File: config.mk
export PLATFORM = sky130hd
export DESIGN_NAME = spike_count_classifier
export DESIGN_NICKNAME = d
export VERILOG_FILES = /design/src/rtl/spike_count_classifier.sv
export SDC_FILE = /design/constraint.sdc
export NUM_CORES = 1
export LEC_CHECK = 0
export CAP_MARGIN = 15
export CELL_PAD_IN_SITES_DETAIL_PLACEMENT = 1
export CELL_PAD_IN_SITES_GLOBAL_PLACEMENT = 1
export CORE_AREA = 3 3 135 137
export CTS_CLUSTER_DIAMETER = 200
export DETAILED_ROUTE_END_ITERATION = 16
export DIE_AREA = 0 0 138 140
export HOLD_SLACK_MARGIN = 0.12
export PLACE_DENSITY_LB_ADDON = 0.12
export SETUP_SLACK_MARGIN = 0.5
export SLEW_MARGIN = 20
export SYNTH_ARGS = -nofsm -noshare
export SYNTH_HDL_FRONTEND = slang
export SYNTH_SLANG_ARGS = --single-unit
File: constraint.sdc
create_clock -name clk -period 4.1 [get_ports clk]
set_input_delay 1.025 -clock clk [delete_from_list [all_inputs] [get_ports clk]]
set_output_delay 1.025 -clock clk [all_outputs]
set_load 0.005 [all_outputs]
File: src/rtl/spike_count_classifier.sv
// Spike-count classifier: counts per-neuron spikes over a window, then scans for the most active neuron; SPIKE_COUNT_READBACK_EN adds a counter readback port.
// Latency: 1+window_len+NUM_NEURONS cycles from start to result_valid; the result is held until result_ready is seen in DONE.
module spike_count_classifier #(
  parameter int NUM_NEURONS  = 10,
  parameter int COUNT_WIDTH  = 8,
  parameter int WINDOW_WIDTH = 16,
  localparam int IDX_W = (NUM_NEURONS > 1) ? $clog2(NUM_NEURONS) : 1
) (
  input  logic                    clk,
  input  logic                    rst,
  input  logic [NUM_NEURONS-1:0]  spike_in,
  input  logic                    start,
  input  logic [WINDOW_WIDTH-1:0] window_len,
  output logic                    busy,
  output logic                    result_valid,
  input  logic                    result_ready,
  output logic [IDX_W-1:0]        result_idx,
  output logic [COUNT_WIDTH-1:0]  result_count
`ifdef SPIKE_COUNT_READBACK_EN
  ,
  input  logic [IDX_W-1:0]        rd_sel,
  output logic [COUNT_WIDTH-1:0]  rd_count
`endif
);

  typedef enum logic [1:0] {IDLE, COUNT, SCAN, DONE} state_e;

  localparam logic [COUNT_WIDTH-1:0] CNT_MAX  = '1;
  localparam logic [IDX_W-1:0]       LAST_IDX = IDX_W'(NUM_NEURONS - 1);

  state_e                  state_q, state_d;
  logic [COUNT_WIDTH-1:0]  cnt_q [NUM_NEURONS];
  logic [COUNT_WIDTH-1:0]  cnt_d [NUM_NEURONS];
  logic [WINDOW_WIDTH-1:0] len_q, len_d;
  logic [WINDOW_WIDTH-1:0] step_q, step_d;
  logic [IDX_W-1:0]        scan_idx_q, scan_idx_d;
  logic [IDX_W-1:0]        best_idx_q, best_idx_d;
  logic [COUNT_WIDTH-1:0]  best_cnt_q, best_cnt_d;
  logic [IDX_W-1:0]        res_idx_q, res_idx_d;
  logic [COUNT_WIDTH-1:0]  res_cnt_q, res_cnt_d;

  logic                    take;
  logic [IDX_W-1:0]        cand_idx;
  logic [COUNT_WIDTH-1:0]  cand_cnt;

  always_comb begin
    state_d    = state_q;
    cnt_d      = cnt_q;
    len_d      = len_q;
    step_d     = step_q;
    scan_idx_d = scan_idx_q;
    best_idx_d = best_idx_q;
    best_cnt_d = best_cnt_q;
    res_idx_d  = res_idx_q;
    res_cnt_d  = res_cnt_q;
    // Strictly-greater replacement keeps the lowest index on ties.
    take     = cnt_q[scan_idx_q] > best_cnt_q;
    cand_idx = take ? scan_idx_q : best_idx_q;
    cand_cnt = take ? cnt_q[scan_idx_q] : best_cnt_q;

    unique case (state_q)
      IDLE: begin
        if (start) begin
          for (int i = 0; i < NUM_NEURONS; i++) begin
            cnt_d[i] = '0;
          end
          len_d      = window_len;
          step_d     = '0;
          scan_idx_d = '0;
          best_idx_d = '0;
          best_cnt_d = '0;
          state_d    = (window_len == '0) ? SCAN : COUNT;
        end
      end
      COUNT: begin
        for (int i = 0; i < NUM_NEURONS; i++) begin
          if (spike_in[i] && (cnt_q[i] != CNT_MAX)) begin
            cnt_d[i] = cnt_q[i] + COUNT_WIDTH'(1);
          end
        end
        if (step_q == len_q - WINDOW_WIDTH'(1)) begin
          state_d = SCAN;
        end else begin
          step_d = step_q + WINDOW_WIDTH'(1);
        end
      end
      SCAN: begin
        best_idx_d = cand_idx;
        best_cnt_d = cand_cnt;
        if (scan_idx_q == LAST_IDX) begin
          res_idx_d = cand_idx;
          res_cnt_d = cand_cnt;
          state_d   = DONE;
        end else begin
          scan_idx_d = scan_idx_q + IDX_W'(1);
        end
      end
      DONE: begin
        if (result_ready) begin
          state_d = IDLE;
        end
      end
      default: state_d = IDLE;
    endcase
  end

  always_ff @(posedge clk) begin
    if (rst) begin
      state_q    <= IDLE;
      len_q      <= '0;
      step_q     <= '0;
      scan_idx_q <= '0;
      best_idx_q <= '0;
      best_cnt_q <= '0;
      res_idx_q  <= '0;
      res_cnt_q  <= '0;
      for (int i = 0; i < NUM_NEURONS; i++) begin
        cnt_q[i] <= '0;
      end
    end else begin
      state_q    <= state_d;
      len_q      <= len_d;
      step_q     <= step_d;
      scan_idx_q <= scan_idx_d;
      best_idx_q <= best_idx_d;
      best_cnt_q <= best_cnt_d;
      res_idx_q  <= res_idx_d;
      res_cnt_q  <= res_cnt_d;
      cnt_q      <= cnt_d;
    end
  end

  // Outputs read as zero for the whole time rst is high, not only after the edge.
  assign busy         = !rst && (state_q != IDLE);
  assign result_valid = !rst && (state_q == DONE);
  assign result_idx   = rst ? '0 : res_idx_q;
  assign result_count = rst ? '0 : res_cnt_q;

`ifdef SPIKE_COUNT_READBACK_EN
  localparam logic [IDX_W:0] NUM_EXT = (IDX_W + 1)'(NUM_NEURONS);
  assign rd_count = ({1'b0, rd_sel} < NUM_EXT) ? cnt_q[rd_sel] : '0;
`endif

  a_result_hold: assert property (@(posedge clk) disable iff (rst)
    (result_valid && !result_ready) |=> (result_valid && $stable(result_idx) && $stable(result_count)));

endmodule

==> results.toml <==
[sta]
fmax_mhz = 287.9
fin_setup_tns_ns = 0
min_period_ns = 3.473
min_period_over_period_pct = 84.71
hold_violations = 0
slew_violations = 0
rsz0062_at_grt = "true"
finalWorstSetupSlack_ns = 0.6268
slew_headroom_pct = 35.57
final-setup-viol-count = 0
fin_skew_ns = 0.009184
tightestPinTransition_ns = 0.9628
timing.hold.ws_ns = 0.4840

[clock_network]
hold_buffers = 0
cts.sinks = 142
post-cts-setup-buffers = 0
htreeDepth = 4
clk_latency_ns = 0.43
cts_made_buffers = 17
cts_resized = 2
cts_tree = "built"
path_clk_slew_ns = 0.06
cts_root_buffer = "clkbuf_16"
cts_buffer_depth = 2

[synthesis]
synth_area_um2 = 7710
yosysUniqueCellTypes = 57
synth_edf_count = 0
async_flop_share_pct = 0
syn_inst = 907
yosysSeqAreaShare_pct = 36.87
ys.flop_type = "dfxtp_1"
yosysWarningCount = 0
syn_nets = 964
synth_seq_cells = 142
avgSynthCellArea_um2 = 8.500

[hold_path]
hp-class = "reg2reg"

[route]
wl_um = 22890
dr_total_vias = 6949
dr.pass1.iters = 5
antenna_left = 0
first_iter_violations = 442
wl_per_cell_um = 19.33
detail_route.drc_violations = 0
avgViaCountPerCell = 5.869

[setup_path]
crit_top_cell = "o21a_1"
slowest_delay_ns = 0.53
critPathArrivalTime_ns = 3.77
critPathLaunchType = "flip-flop"
path_cells = "mux4_2 -> mux2i_1 -> o22ai_1 -> ha_1 -> nor2b_1 -> o21a_1 -> o21a_1 -> o21a_1 -> o21bai_1 -> a21oi_2 -> buf_4 -> mux2i_1 -> o31ai_1"
crit_required_ns = 4.40
crit_fanout = 12
critical_path_class = "reg2reg"
path_buf_inv = 1
critical-path-top-delay-family = "multiplexers"
crit_path_end_kind = "flip-flop"
slowest_stage = "mux4_2"

[place]
dp_slack_ns = 0.3495
gp_congestion = 0.8514
io_buffer_count = 43
hpwl_um = 16450

[final_layout]
insertedDiodeCount = 0
fin_util_pct = 52.70
syn_to_final_growth_pct = 17.40
nets = 1003
drive_above_1_share_pct = 9.072
n_fill_cell = 1994

[global_routing]
grt_first_pass_wirelength_um = 37810
antenna_found_initial = 0
overflow = 0
track_usage_pct = 23.89
grt_pass1_vias = 7178
grt_start_max_net_pins = 46

[die]
initial_utilization_pct = 44.89
core_area_um2 = 17180
die_h_um = 140
die_x_um = 138
die_area_um2 = 19320
num_rows = 48
ios = 44

[flow_run]
cap_viol_max_count = 0

[outcome]
status = "finished clean"

[power]
cellPowerDensity_nw_per_um2 = 466.7
irDropWorstVdd_v = 0.0003114
finalPower_uw = 4224
leakage_uw = 0.003143
-- routing by layer --
metal / up-vias / routed length [um] / track usage (%)
met1: 3406 / 10720 / 31.73
met5: - / 0 / 0
met4: 0 / 643 / 9.672
li1: 3353 / - / -
met2: 153 / 10610 / 38.85
met3: 37 / 916 / 4.063
-- Yosys cell counts (2+ instances only) --
cell type  number  share of area (%)
mux4_2         16                4.7
or4_1          11                1.1
nor3_1         13               0.84
a21o_1          2               0.19
a2111oi_0       3               0.34
ha_1           27                4.4
and3_1         16                1.3
dfxtp_1       142                 37
mux2i_1        37                4.8
and2_1          3               0.24
o21ai_0        45                2.9
a211oi_1        3               0.29
buf_2           4               0.26
nand3_1        33                2.1
a21oi_1        77                5.0
buf_6           2               0.29
a31oi_1         6               0.49
xor2_1         50                5.7
clkbuf_1       34                1.7
nor4_1          6               0.49
or3_1          27                2.2
o22ai_1        10               0.81
inv_1          22                1.1
o211ai_1        4               0.39
o21a_1          3               0.29
buf_1           5               0.24
nand2_1        94                4.6
o31ai_1        14                1.4
nor2_1         85                4.1
nand2b_1       14                1.1
a311oi_1        2               0.23
a22o_1         12                1.4
xnor2_1        14                1.6
nand4_1        32                2.6
nor2b_1        17                1.4
-- sequential cells by signal (all words and copies together) (netlist names) --
signal / count
scan_idx_q: 4
cnt_q: 80
best_cnt_q: 8
best_idx_q: 4
res_idx_q: 4
res_cnt_q: 8
step_q: 16
len_q: 16
state_q: 2
-- final cells by class --
type | count | area, um2 | share of cell area, %
clock inverter | 12 | 110.1 | 1.216
clock buffer | 20 | 466.7 | 5.156
inverter | 22 | 82.58 | 0.9124
multi-input combinational | 697 | 4641 | 51.27
tap | 225 | 281.5 | 3.110
timing repair buffer | 66 | 623.1 | 6.884
sequential | 142 | 2846 | 31.45
-- cells in the final DEF, fill, tap and decap left out, types with 32 or more instances in the layout --
| cell type | instances |
|---|---|
| mux2i_1 | 36 |
| nand4_1 | 32 |
| nor2_1 | 85 |
| o21ai_0 | 43 |
| dfxtp_1 | 141 |
| nand3_1 | 33 |
| a21oi_1 | 76 |
| nand2_1 | 94 |
| clkdlybuf4s50_1 | 42 |
| xor2_1 | 50 |
-- path summary, 6_finish.rpt --
kind | start | end | slack, ns | cells after the start
max | scan_idx_q[0] | res_cnt_q[0] | 0.63 | 13
min reg2reg | best_idx_q[1] | best_idx_q[1] | 0.48 | 1
max reg2reg | scan_idx_q[0] | res_cnt_q[0] | 0.63 | 13
min | best_idx_q[1] | best_idx_q[1] | 0.48 | 1
-- stage by stage --
step                cells  area (um2)
floorplan             907        7711
global placement     1152        8431
detailed placement   1152        8431
CTS                  1184        9019
global route         1184        9051
finish               1184        9051
-- cell families after synthesis --
kind of cell | share of synthesized area [%]
simple gates | 23.50
mux | 9.478
xor+xnor | 7.270
compound gates | 14.88
flops | 36.87
buf+inv | 3.619
fa+ha+maj | 4.382
-- worst reg2reg max path: stages (launching register included) --
cell      delay [ns]
dfxtp_4         0.46
mux4_2          0.53
mux2i_1         0.17
o22ai_1         0.18
ha_1            0.36
nor2b_1         0.15
o21a_1          0.12
o21a_1          0.11
o21a_1          0.11
o21bai_1        0.07
a21oi_2         0.31
buf_4           0.30
mux2i_1         0.36
o31ai_1         0.10
-- power breakdown --
part	internal [uW]	switching, uW
sequential	1440	110
combinational	445	693
clock	886	645
total	2780	1450
(Power assumes the default switching activity.)
